$ cat config.mk
export PLATFORM = sky130hd
export DESIGN_NAME = roulette_spinner
export DESIGN_NICKNAME = d
export VERILOG_FILES = /design/src/rtl/roulette_spinner.sv
export SDC_FILE = /design/constraint.sdc
export NUM_CORES = 1
export LEC_CHECK = 0
export ABC_AREA = 1
export ABC_CLOCK_PERIOD_IN_PS = 5200
export BUFFER_PORTS_ARGS = -buffer_cell sky130_fd_sc_hd__buf_2
export CAP_MARGIN = 10
export CORE_UTILIZATION = 40
export DETAILED_ROUTE_END_ITERATION = 7
export GPL_TIMING_DRIVEN = 0
export SLEW_MARGIN = 20
export SYNTH_ARGS = -nofsm -noshare
export SYNTH_HDL_FRONTEND = slang
export SYNTH_SLANG_ARGS = --single-unit
$ cat constraint.sdc
create_clock -name clk -period 5.2 [get_ports clk]
set_input_delay 0.52 -clock clk [delete_from_list [all_inputs] [get_ports clk]]
set_output_delay 0.52 -clock clk [all_outputs]
set_load 0.05 [all_outputs]
$ cat src/rtl/roulette_spinner.sv
// Roulette wheel motion generator: constant-rate fast phase, linearly decelerating
// slow phase, then a one-cycle DONE that publishes the stop slot.
module roulette_spinner #(
  parameter int NUM_SLOTS  = 16,
  parameter int FAST_TICKS = 2_500_000,
  parameter int SLOW_INC   = 500_000,
  parameter int FAST_STEPS = 32,
  parameter int SLOW_STEPS = 12
) (
  input  logic       clk,
  input  logic       rst,
  input  logic       start,
  output logic       spin_active,
  output logic       slowing,
  output logic [3:0] position,
  output logic [3:0] result,
  output logic       result_valid
);

  typedef enum logic [1:0] {IDLE, FAST, SLOW, DONE} state_t;

  localparam logic [23:0] FastTicks = 24'(FAST_TICKS);
  localparam logic [23:0] SlowInc   = 24'(SLOW_INC);
  localparam logic [7:0]  FastSteps = 8'(FAST_STEPS);
  localparam logic [7:0]  SlowSteps = 8'(SLOW_STEPS);
  localparam logic [3:0]  LastSlot  = 4'(NUM_SLOTS - 1);

  state_t      state_q;
  logic [15:0] lfsr_q;
  logic [23:0] tick_q;
  logic [23:0] interval_q;
  logic [7:0]  step_left_q;
  logic [3:0]  position_q;
  logic [3:0]  result_q;
  logic        spin_active_q;
  logic        slowing_q;
  logic        result_valid_q;

  logic [15:0] lfsr_d;
  logic [3:0]  position_d;
  logic [23:0] tick_d;
  logic        step_evt;
  logic        last_step;

  function automatic logic [23:0] sat_add24(input logic [23:0] a, input logic [23:0] b);
    logic [24:0] sum;
    sum = {1'b0, a} + {1'b0, b};
    return sum[24] ? 24'hFF_FFFF : sum[23:0];
  endfunction

  // x^16 + x^14 + x^13 + x^11 + 1, shifting toward the MSB
  assign lfsr_d     = {lfsr_q[14:0], lfsr_q[15] ^ lfsr_q[13] ^ lfsr_q[12] ^ lfsr_q[10]};
  assign position_d = (position_q == LastSlot) ? 4'd0 : position_q + 4'd1;
  assign tick_d     = tick_q + 24'd1;
  assign step_evt   = (tick_q == interval_q - 24'd1);
  assign last_step  = (step_left_q == 8'd1);

  always_ff @(posedge clk or posedge rst) begin
    if (rst) begin
      state_q        <= IDLE;
      lfsr_q         <= 16'hACE1;
      tick_q         <= 24'd0;
      interval_q     <= FastTicks;
      step_left_q    <= 8'd0;
      position_q     <= 4'd0;
      result_q       <= 4'd0;
      spin_active_q  <= 1'b0;
      slowing_q      <= 1'b0;
      result_valid_q <= 1'b0;
    end else begin
      lfsr_q         <= lfsr_d;
      result_valid_q <= 1'b0;
      case (state_q)
        IDLE: begin
          if (start) begin
            step_left_q   <= FastSteps + {4'd0, lfsr_q[3:0]};
            tick_q        <= 24'd0;
            interval_q    <= FastTicks;
            spin_active_q <= 1'b1;
            state_q       <= FAST;
          end
        end
        FAST, SLOW: begin
          if (step_evt) begin
            position_q <= position_d;
            tick_q     <= 24'd0;
            if (last_step) begin
              if (state_q == FAST) begin
                step_left_q <= SlowSteps;
                interval_q  <= sat_add24(FastTicks, SlowInc);
                slowing_q   <= 1'b1;
                state_q     <= SLOW;
              end else begin
                spin_active_q <= 1'b0;
                slowing_q     <= 1'b0;
                state_q       <= DONE;
              end
            end else begin
              step_left_q <= step_left_q - 8'd1;
              if (state_q == SLOW) begin
                interval_q <= sat_add24(interval_q, SlowInc);
              end
            end
          end else begin
            tick_q <= tick_d;
          end
        end
        DONE: begin
          result_q       <= position_q;
          result_valid_q <= 1'b1;
          state_q        <= IDLE;
        end
        default: state_q <= IDLE;
      endcase
    end
  end

  assign spin_active  = spin_active_q;
  assign slowing      = slowing_q;
  assign position     = position_q;
  assign result       = result_q;
  assign result_valid = result_valid_q;

endmodule

==> out/results.ini <==
[status]
status=finished clean

[critical_path]
timing.critical_path.to=interval_q[11]$_DFFE_PP0P_
critical-path-max-stage-delay_ns=0.59
rr_worst_depth=12
worstSetupStartpointType=flip-flop
cp-startpoint=state_q[0]$_DFFE_PP0P_
critPathArrivalTime_ns=3.17
setup.worst_path.class=reg -> reg
reg2reg_setup_slack_ns=2.32
rr_endpoint=interval_q[11]$_DFFE_PP0P_
path_max_fanout=10
timing.rr.start=state_q[0]$_DFFE_PP0P_
worstSetupEndpointType=flip-flop
list_of_cells_traversed_by_the_critical_path=inv_1 -> ha_1 -> buf_4 -> clkinv_1 -> nor2_1 -> inv_2 -> o21bai_1 -> inv_2 -> nand3_4 -> buf_6 -> nand2_1 -> nand2_1
cp_slowest_cell=nor2_1
kind_of_cell_with_the_highest_combined_delay_on_the_critical_path=buffers and inverters
critPathBufInv=6
number_of_stages_on_the_worst_setup_path=12
endpoint_required_time_on_the_critical_path_ns=5.49

[cells_and_area]
final_cells=919
most_used_cells_in_the_layout_excluding_fill_and_tap_cells=nand2_1, nor2_1, inv_1
layout-drive-gt1-share_pct=17.9
antennaDiodeCount=0
area.growth.synth_to_final_pct=11.0
most_common_library_cell_in_the_layout_ignoring_fill_and_taps=nand2_1
fill_cell_instance_count_of_the_final_layout=1327
final_nets=752

[place]
routability_congestion_estimate_from_global_placement=0.841
hpwl_mm=9.61
placement.setup.worst_slack_ns=2.34
placed_cells_incl_taps=903
io_buffer_count=13

[synthesis]
yosys.area.top_type_share_pct=29.7
yosysTopAreaCell=dfrtp_1
netlist_top_cells_area=dfrtp_1, nand2_1, dfstp_2
synthesis.yosys.warnings=0
synth-seq-cells=81
synth_seq_area_share_pct=37.4
netlist_instances=713
syn_nets=727
syn_area_um2=5480
avgSynthCellArea_um2=7.68
yosysUniqueCellTypes=44

[clock_network]
holdBufCountCts=0
clock_tree.htree_level_count=3
tritoncts.num_buffers=9
clock_sinks=81
cts_setup_buffers=0
cts.repair.resized=0
clk_root_buffer_cell=clkbuf_16
clk_pin_slew_worst_paths_ns=0.06
clk_latency_ns=0.35
clockBufferDepth=2
tritoncts=yes

[global_route]
global_route.usage.total_pct=19.8
grt.met2_usage_pct=31.7
use_met1_pct=26.0
grt_antenna_before_repair=0
first_pass_grt_wire_length_mm=22.2
busiest_layer=met2
maximum_number_of_pins_on_one_net_before_global_route_repair=50
grtUsageMet3_pct=4.74
via_count_of_the_first_global_routing_pass=4527
grt_overflow_total=0

[floorplan]
floorplan.initialDensity_pct=41.2
floorplan.die.width_um=119
core_area_um2=13300
dieHeight_um=119
io_pins=14
row_count=42
die_area_um2=14200

[sta]
max_slew_margin_pct=55.8
slew_viol_final=0
setup_tns_ns=0
finalWorstSetupSlack_ns=2.32
rsz0062_at_grt=false
fmax_mhz=347
timing.final.hold_violations=0
finalHoldWorstSlack_ns=0.176
tightest_pin_transition_ns=0.663
setup_viol_count_final=0
post_route_clock_period_utilization_pct=55.5
clock_skew_ns=0.00746
finalWorstPathRequiredPeriod_ns=2.88

[drt]
drt_first_iter_violations=275
avgRoutedWirePerCell_um=13.8
route.detailed.drc=0
detail_route.first_pass.iterations=5
antenna_violating_nets_post_route=0
viasPerCell=5.00
routed-via-count=4597
drt_wl_total_mm=12.7

[pwr]
p_leak_uw=0.00286
power.density_nw_per_um2=591
total_power_uw=3590
vdd_ir_drop_max_v=0.000393

[worst_hold_path]
timing.hold.worst.class=in -> async

[job]
maxCapViolCount=0

[area by class of cell]
type	instances	area, um^2	share of cell area (%)
Clock inverter	7	61.3	1.01
Buffer	21	165	2.72
Timing Repair Buffer	14	92.6	1.52
Multi-Input combinational cell	536	2980	49.1
Inverter	75	284	4.67
Sequential cell	81	2050	33.7
Clock buffer	9	225	3.70
Tap cell	176	220	3.62
[kinds of logic (layout without fill, tap and decap cells)]
logic type | Yosys count | count (layout) | share of synthesized area [%]
xor+xnor | 57 | 57 | 9.36
simple gates | 405 | 405 | 35.2
flops | 81 | 81 | 37.4
fa+ha+maj | 11 | 11 | 2.51
compound gates | 63 | 63 | 7.38
buf+inv | 96 | 126 | 8.15
[worst reg2reg max path, stage by stage (launching register included)]
cell	delay, ns
dfrtp_1	0.40
inv_1	0.08
ha_1	0.28
buf_4	0.22
clkinv_1	0.26
nor2_1	0.59
inv_2	0.21
o21bai_1	0.21
inv_2	0.09
nand3_4	0.15
buf_6	0.19
nand2_1	0.07
nand2_1	0.07
[cell usage after synthesis, drive strengths merged]
cell type and count:
a21oi 12, inv 72, buf 17, nand2 202, o22ai 2, a21boi 1, nor4 5, dfrtp 65
nor4b 1, clkbuf 4, and3 2, o21ai 44, clkinv 3, o21bai 2, xnor3 1, nor3b 1
xor2 39, xnor2 17, ha 11, nand3b 4, nand4 15, nor2 90, a31oi 1, o31ai 1
nand3 63, or2 7, dfstp 16, nor3 15
[flip-flops by register name, indices dropped and copies added (netlist names)]
register	flops
step_left_q	8
result	4
spin_active	1
state_q	2
result_valid	1
slowing	1
position	4
tick_q	24
lfsr_q	16
interval_q	20
[through the flow]
stage | cell area (um^2) | utilization [%]
after floorplan | 5480 | -
after global placement | 5760 | 43.3
after detailed placement | 5790 | 43.6
after CTS | 6080 | 45.7
after global routing | 6080 | 45.7
final | 6080 | 45.7
[routing by layer]
metal	wire length (um)	up-vias
met2	5830	88
met1	5900	2163
met3	664	17
met5	0	-
met4	261	0
li1	-	2329
[worst min-delay path by stage]
stage | startpoint | to | cells after the start
2_1_floorplan | lfsr_q[8]$_DFF_PP0_ | lfsr_q[9]$_DFF_PP0_ | 0
6_report | rst | position[1]$_DFFE_PP0P_ | 2
3_5_place_dp | lfsr_q[8]$_DFF_PP0_ | lfsr_q[9]$_DFF_PP0_ | 0
5_1_grt | rst | tick_q[23]$_DFFE_PP0P_ | 2
3_3_place_gp | lfsr_q[8]$_DFF_PP0_ | lfsr_q[9]$_DFF_PP0_ | 0
4_1_cts | rst | position[0]$_DFFE_PP0P_ | 2
[where the power goes]
part	leakage [uW]	internal (uW)	switching (uW)
Combinational	0.00167	712	1360
Sequential	0.00105	776	127
Clock	0.000140	334	291
Total	0.00286	1820	1770
No activity file was read; power rests on OpenSTA's default activity.
